==> src/rtl/id_ex_pipe.sv <==
// id_ex_pipe: elastic ID/EX pipeline register with valid/ready handshake.
//
// Storage is a 2-entry FIFO built from a main slot and a skid slot. The main slot
// drives the out_* ports. The skid slot absorbs one extra bundle after execute
// stalls. A flush squashes both slots. A saturating counter records how many
// cycles a valid bundle waited on execute.
//
// Ports:
//   clk, rst                 clock, synchronous active-high reset
//   in_valid / in_ready      decode-side handshake
//   in_op1, in_op2           register-read operands
//   in_concat_zero           zero-extended immediate
//   in_sign_ext_imd          sign-extended immediate
//   in_rs, in_rt             source register indices
//   in_wb, in_mem, in_ex     WB / MEM / EX control groups
//   flush                    squash all held bundles
//   out_valid / out_ready    execute-side handshake
//   out_*                    registered bundle (main slot)
//   occupancy                number of held bundles (0..2)
//   stall_cnt                saturating count of out_valid && !out_ready cycles
module id_ex_pipe #(
    parameter int unsigned DATA_W = 16,
    parameter int unsigned REG_AW = 4,
    parameter int unsigned EX_W   = 2,
    parameter int unsigned CNT_W  = 16
) (
    input  logic              clk,
    input  logic              rst,
    input  logic              in_valid,
    output logic              in_ready,
    input  logic [DATA_W-1:0] in_op1,
    input  logic [DATA_W-1:0] in_op2,
    input  logic [DATA_W-1:0] in_concat_zero,
    input  logic [DATA_W-1:0] in_sign_ext_imd,
    input  logic [REG_AW-1:0] in_rs,
    input  logic [REG_AW-1:0] in_rt,
    input  logic              in_wb,
    input  logic              in_mem,
    input  logic [EX_W-1:0]   in_ex,
    input  logic              flush,
    output logic              out_valid,
    input  logic              out_ready,
    output logic [DATA_W-1:0] out_op1,
    output logic [DATA_W-1:0] out_op2,
    output logic [DATA_W-1:0] out_concat_zero,
    output logic [DATA_W-1:0] out_sign_ext_imd,
    output logic [REG_AW-1:0] out_rs,
    output logic [REG_AW-1:0] out_rt,
    output logic              out_wb,
    output logic              out_mem,
    output logic [EX_W-1:0]   out_ex,
    output logic [1:0]        occupancy,
    output logic [CNT_W-1:0]  stall_cnt
);

    localparam int unsigned BundleW = 4 * DATA_W + 2 * REG_AW + 2 + EX_W;
    localparam logic [CNT_W-1:0] CntMax = {CNT_W{1'b1}};

    logic [BundleW-1:0] in_bundle;
    logic [BundleW-1:0] main_data_q, main_data_d;
    logic [BundleW-1:0] skid_data_q, skid_data_d;
    logic               main_valid_q, main_valid_d;
    logic               skid_valid_q, skid_valid_d;
    logic [CNT_W-1:0]   stall_cnt_q, stall_cnt_d;
    logic               accept;
    logic               consume;

    assign in_bundle = {in_op1, in_op2, in_concat_zero, in_sign_ext_imd,
                        in_rs, in_rt, in_wb, in_mem, in_ex};

    // in_ready depends only on state, so out_ready never reaches it combinationally.
    assign in_ready = !skid_valid_q;
    assign accept   = in_valid && in_ready && !flush;
    assign consume  = main_valid_q && out_ready;

    always_comb begin
        main_data_d  = main_data_q;
        skid_data_d  = skid_data_q;
        main_valid_d = main_valid_q;
        skid_valid_d = skid_valid_q;

        if (flush) begin
            main_data_d  = '0;
            skid_data_d  = '0;
            main_valid_d = 1'b0;
            skid_valid_d = 1'b0;
        end else if (!main_valid_q) begin
            // Skid is never occupied while main is empty.
            if (accept) begin
                main_data_d  = in_bundle;
                main_valid_d = 1'b1;
            end
        end else if (consume) begin
            if (skid_valid_q) begin
                main_data_d  = skid_data_q;
                skid_data_d  = '0;
                skid_valid_d = 1'b0;
            end else if (accept) begin
                main_data_d  = in_bundle;
            end else begin
                // Zero the drained slot so execute sees a clean bubble.
                main_data_d  = '0;
                main_valid_d = 1'b0;
            end
        end else if (accept) begin
            skid_data_d  = in_bundle;
            skid_valid_d = 1'b1;
        end
    end

    always_comb begin
        stall_cnt_d = stall_cnt_q;
        if (main_valid_q && !out_ready && (stall_cnt_q != CntMax)) begin
            stall_cnt_d = stall_cnt_q + CNT_W'(1);
        end
    end

    always_ff @(posedge clk) begin
        if (rst) begin
            main_data_q  <= '0;
            skid_data_q  <= '0;
            main_valid_q <= 1'b0;
            skid_valid_q <= 1'b0;
            stall_cnt_q  <= '0;
        end else begin
            main_data_q  <= main_data_d;
            skid_data_q  <= skid_data_d;
            main_valid_q <= main_valid_d;
            skid_valid_q <= skid_valid_d;
            stall_cnt_q  <= stall_cnt_d;
        end
    end

    assign {out_op1, out_op2, out_concat_zero, out_sign_ext_imd,
            out_rs, out_rt, out_wb, out_mem, out_ex} = main_data_q;

    assign out_valid = main_valid_q;
    assign occupancy = {1'b0, main_valid_q} + {1'b0, skid_valid_q};
    assign stall_cnt = stall_cnt_q;

endmodule

==> config.mk <==
export PLATFORM = sky130hd
export DESIGN_NAME = id_ex_pipe
export DESIGN_NICKNAME = d
export VERILOG_FILES = /design/src/rtl/id_ex_pipe.sv
export SDC_FILE = /design/constraint.sdc
export NUM_CORES = 1
export LEC_CHECK = 0
export BUFFER_PORTS_ARGS = -buffer_cell sky130_fd_sc_hd__buf_2
export CAP_MARGIN = 10
export CELL_PAD_IN_SITES_DETAIL_PLACEMENT = 0
export CELL_PAD_IN_SITES_GLOBAL_PLACEMENT = 1
export CORE_MARGIN = 8
export CORE_UTILIZATION = 38
export CTS_CLUSTER_DIAMETER = 50
export DETAILED_ROUTE_END_ITERATION = 16
export HOLD_SLACK_MARGIN = 0.06
export PLACE_DENSITY = 0.88
export SYNTH_ARGS = -nofsm -noshare
export SYNTH_HDL_FRONTEND = slang
export SYNTH_SLANG_ARGS = --single-unit
==> constraint.sdc <==
create_clock -name clk -period 2.8 [get_ports clk]
set_clock_uncertainty 0.2 [all_clocks]
set_input_delay 0.42 -clock clk [delete_from_list [all_inputs] [get_ports clk]]
set_output_delay 0.42 -clock clk [all_outputs]
set_load 0.01 [all_outputs]
; ---- After elaboration in Yosys (flattened, before gate mapping)
; Cells that the tools add are included.
[word_totals]
ff_bits = 170
in_bits = 81
out_inout_bits = 96
word_cells = 37
[op_classes]
n_addsub = 2
n_eq_ne = 3
mux = 13
n_reduce_logical = 14
[op_table]
columns = cell, count
row1 = two-way mux 76 bit, 7
row2 = adder 16 x 1 -> 16 bit (second input constant), 1
row3 = != test 16 bit (second input constant), 1
row4 = two-way mux 1 bit, 6
row5 = logical AND 1 bit, 5
row6 = AND reduction 2 bit, 2
row7 = nonzero test 2 bit, 2
row8 = logical NOT 1 bit, 3
row9 = AND reduction 3 bit, 1
row10 = adder 1 x 1 -> 2 bit, 1
row11 = != test 2 x 1 -> 1 bit (second input constant), 1
row12 = != test 2 bit (second input constant), 1
row13 = OR reduction 2 bit, 1

; ---- Logic depth before layout (Yosys ltp)
[depth]
word_depth = 7
depth_mapped = 7
mapped_depth_nobuf = 5

; ---- Worst setup path before layout
; Ideal clock, no wire load.
[synth_path]
kind = input to register
startpoint = input port flush
endpoint = register skid_data_q[35]
setup_ns = 0.118
arrival_ns = 1.678
required_time_ns = 2.482
setup_slack_ns = 0.804
cell_stages = 7
path_buffers = 3
path_cell_list = or4b_1 > a21boi_2 > or2_1 > buf_2 > buf_4 > buf_4 > a21oi_1
[synth_via]
elab_chain_len = 4
word_cells_on_any_way = 5
classes_between = reduce/logical: 5
[synth_lines]
columns = element, line
row1 = "start, declared", 40  ; input logic flush,
row2 = logical NOT 1 bit, 73  ; assign accept = in_valid && in_ready && !flush;
row3 = logical AND 1 bit, 73
row4 = nonzero test 2 bit (no source line), -
row5 = AND reduction 3 bit (no source line), -
row6 = "end signal, assigned", 127  ; skid_data_q <= skid_data_d;
row7 = "end, declared", 61  ; logic [BundleW-1:0] skid_data_q, skid_data_d;
; Parallel ways exist; a longest one is shown, timed or not.
; A chain may end at the register's enable or synchronous reset.

; ---- Final worst setup path
[layout_path]
startpoint = register main_valid_q (netlist: out_valid)
endpoint = output port occupancy[0]
[layout_via]
elab_chain_len = 1
[layout_lines]
columns = element, line
row1 = "start, declared", 62  ; logic main_valid_q, main_valid_d;
row2 = "start signal, assigned", 128  ; main_valid_q <= main_valid_d;
row3 = adder 1 x 1 -> 2 bit, 138  ; assign occupancy = {1'b0, main_valid_q} + {1'b0, skid_valid_q};
row4 = "end, declared", 52  ; output logic [1:0] occupancy,
; Every way passes these cells.

==> reports/metrics.yaml <==
status: "complete, no violations"
worstMarginPinSlew_ns: 0.6223
syn_area_per_cell_um2: 8.294
area_delta_synth_final_pct: 36.41
drt_iter0_drc: 330
hold_end: "skid_data_q[35]"
portBuffers: 176
synthCells: 808
crit_required_ns: 2.18
setup_slack_ns: 0.5381
grt.overflow.total: 0
hold_depth: 3
maxCapViolCount: 0
total_power_mw: 5.554
seq_power_share_pct: 45.2
final-seq-area_mm2: 0.003403
synth_top_area_share_pct: 50.78
min_period_over_period_pct: 80.78
tns_ns: 0
dpl.hpwl_um: 12540
clock_latency_ns: 0.43
synth_area_leaders: "dfxtp_1 51%, a221oi_1 9.9%, nor2_1 8.9%, a21oi_1 6.2%, nor3_1 5.8%"
drt_pass1_iterations: 5
ys_async_sr_fraction_pct: 0
crit_path_start: "out_valid"
gr-usage-all-layers_pct: 18.20
ys_warn_count: 0
max-vdd-ir-drop_mv: 0.4122
clockRootBuffer: "clkbuf_16"
rows: 48
gp_congestion: 0.7519
r2r_cells: 5
synth_area_mm2: 0.006701
r2r-end: "main_data_q[18]"
ant_nets: 0
synth_nets: 891
p_comb_share_pct: 10.4
yosys.area.top_type: "dfxtp_1"
final_util_pct: 52.85
ys_seq_elements: 170
die_x_um: 148.8
drt-wirelength-per-cell_um: 16.28
r2r_start: "out_valid"
rsz0062_at_grt: "no"
synthFlopType: "dfxtp_1"
fin_cells: 1259
power.leakage_nw: 3.710
post-place-cells: 1153
seq_area_frac_synth_pct: 50.78
n_fill_cell: 1630
grt_pass1_wl_um: 33230
hold_viol_final: 0
crit_arrival_ns: 1.64
ys_types: 45
startpoint_type: "flop"
critPathMaxFanout: 10
initial_core_util_pct: 38.74
core_mm2: 0.01730
hp-start: "in_concat_zero[7]"
slew_headroom_pct: 58.51
drv_slew: 0
setup_violations: 0
post-place-ws_ns: 0.4851
htree_levels: 4
crit_path_end_kind: "output pin"
viasPerCell: 5.334
timing.hold.worst.class: "in -> reg"
drc: 0
multiInputGateArea_mm2: 0.003005
antenna_cells_inserted: 0
antenna_found_initial: 0
nNetsFinal: 1104
layout_min_cycle_time_ns: 2.262
wirelength_um: 20490
crit_type: "reg -> out"
cts_tree: "yes"
internal-power_mw: 4.229
p_clk_share_pct: 44.4
cts_max_path_buffers: 2
p_per_area_mw_per_mm2: 607.5
fmax_mhz: 442.1
clk_pin_slew_worst_paths_ns: 0.06
synth_edf_count: 0
r2r_slack_ns: 0.57
cts_buffers: 17
clock_sinks: 170
p_sw_share_pct: 23.86
p_sw_mw: 1.325
vias: 6715
grt_start_max_net_pins: 77
die_area_mm2: 0.02214
grt_pass1_vias: 6462
die_y_um: 148.8
final_layout_size_suffix_gt1_share_pct: 23.21
io_pins: 177
-- power by group through the flow --
stage / clock network, mW / logic [mW] / registers (mW)
after floorplan: 0 / 0.260 / 2.58
after global placement: 0 / 0.494 / 2.56
after detailed placement: 0 / 0.497 / 2.56
after CTS: 2.52 / 0.579 / 2.51
after global routing: 2.60 / 0.637 / 2.51
final: 2.47 / 0.577 / 2.51
-- cell usage after synthesis (4+ instances only) --
cell type	count
a211oi_1	4
a21oi_1	83
a221oi_1	76
a31oi_1	5
and3_1	5
buf_1	7
buf_2	16
buf_4	5
clkbuf_1	46
dfxtp_1	170
inv_1	6
mux2_2	4
nand2_1	88
nand3_1	4
nand4_1	4
nor2_1	159
nor2b_1	7
nor3_1	78
-- critical path, cell delays in order (launching register included) --
cell     delay [ns]
dfxtp_1        0.56
buf_4          0.25
ha_1           0.25
buf_2          0.16
-- cell usage in the layout (no fill, tap or decap), types with 2 or more instances in the layout --
cell           Yosys  layout
a211oi_1           4       4
a21boi_0           2       2
a21oi_1           83      82
a221oi_1          76      76
a31oi_1            5       5
and2_1             3       2
and3_1             5       5
and4_1             3       3
buf_12             0       4
buf_2             16     176
buf_4              5      14
bufinv_16          0       3
clkbuf_16          0      17
clkbuf_8           0       4
clkinv_2           0       3
clkinvlp_4         0       2
dfxtp_1          170     170
dlygate4sd3_1      0      74
ha_1               2       2
inv_1              6       6
mux2_2             4       4
nand2_1           88      88
nand3_1            4       4
nand3b_1           2       2
nand4_1            4       4
nor2_1           159     159
nor2b_1            7       7
nor3_1            78      78
o211ai_1           2       2
o31ai_1            3       2
or2_2              0       2
or4_1              3       3
or4b_2             3       3
-- through the flow --
stage | hold WS, ns | area [um2]
final | 0.08230 | 9141
after global routing | 0.07853 | 9141
after CTS | 0.06200 | 9141
after detailed placement | 0.2767 | 7779
after global placement | 0.2745 | 7779
after floorplan | 0.2657 | 6701
-- state kept, by name (all words and copies together) (netlist names) --
register and count:
main_data_q 76, skid_data_q 76, stall_cnt 16, out_valid 1
skid_valid_q 1
-- metal layers --
layer / vias to the layer above / GRT usage, % / part of all wire (%)
li1: 3301 / - / -
met1: 3173 / 23.56 / 45
met2: 222 / 29.34 / 47
met3: 19 / 4.369 / 6.9
met4: 0 / 5.856 / 1.3
met5: - / 0 / 0
-- how the worst max path moves through the flow --
stage	end	cells after the start	slack [ns]
6_report	occupancy[0]	3	0.54
5_1_grt	main_data_q[67]	5	0.39
2_1_floorplan	skid_data_q[35]	7	0.80
4_1_cts	occupancy[0]	3	0.51
3_5_place_dp	skid_data_q[52]	6	0.49
3_3_place_gp	skid_data_q[19]	6	0.52
-- kinds of logic (layout without fill, tap and decap cells) --
group	Yosys count	after routing	synth area share [%]
multiplexers	4	4	0.6721
buffers and inverters	80	306	5.060
AO/OA/AOI/OAI	185	185	19.04
AND/OR/NAND/NOR	367	367	24.07
flip-flops	170	170	50.78
adder cells (fa/ha/maj)	2	2	0.3734
-- final cells by class --
| class | count | share of cell area (%) |
|---|---|---|
| clock buffer | 22 | 5.297 |
| clock inverter | 10 | 1.506 |
| inverter | 6 | 0.2464 |
| multi-input combinational | 558 | 32.88 |
| sequential | 170 | 37.23 |
| tap | 225 | 3.080 |
| timing repair buffer | 268 | 19.76 |
-- timing repair --
| action | CTS | global route |
|---|---|---|
| hold buffers | 74 | 0 |
| hold endpoints to repair | 74 | 0 |
| setup buffers | 0 | 0 |
| gates resized for setup | 0 | 0 |
Power figures use the tool's default switching activity.
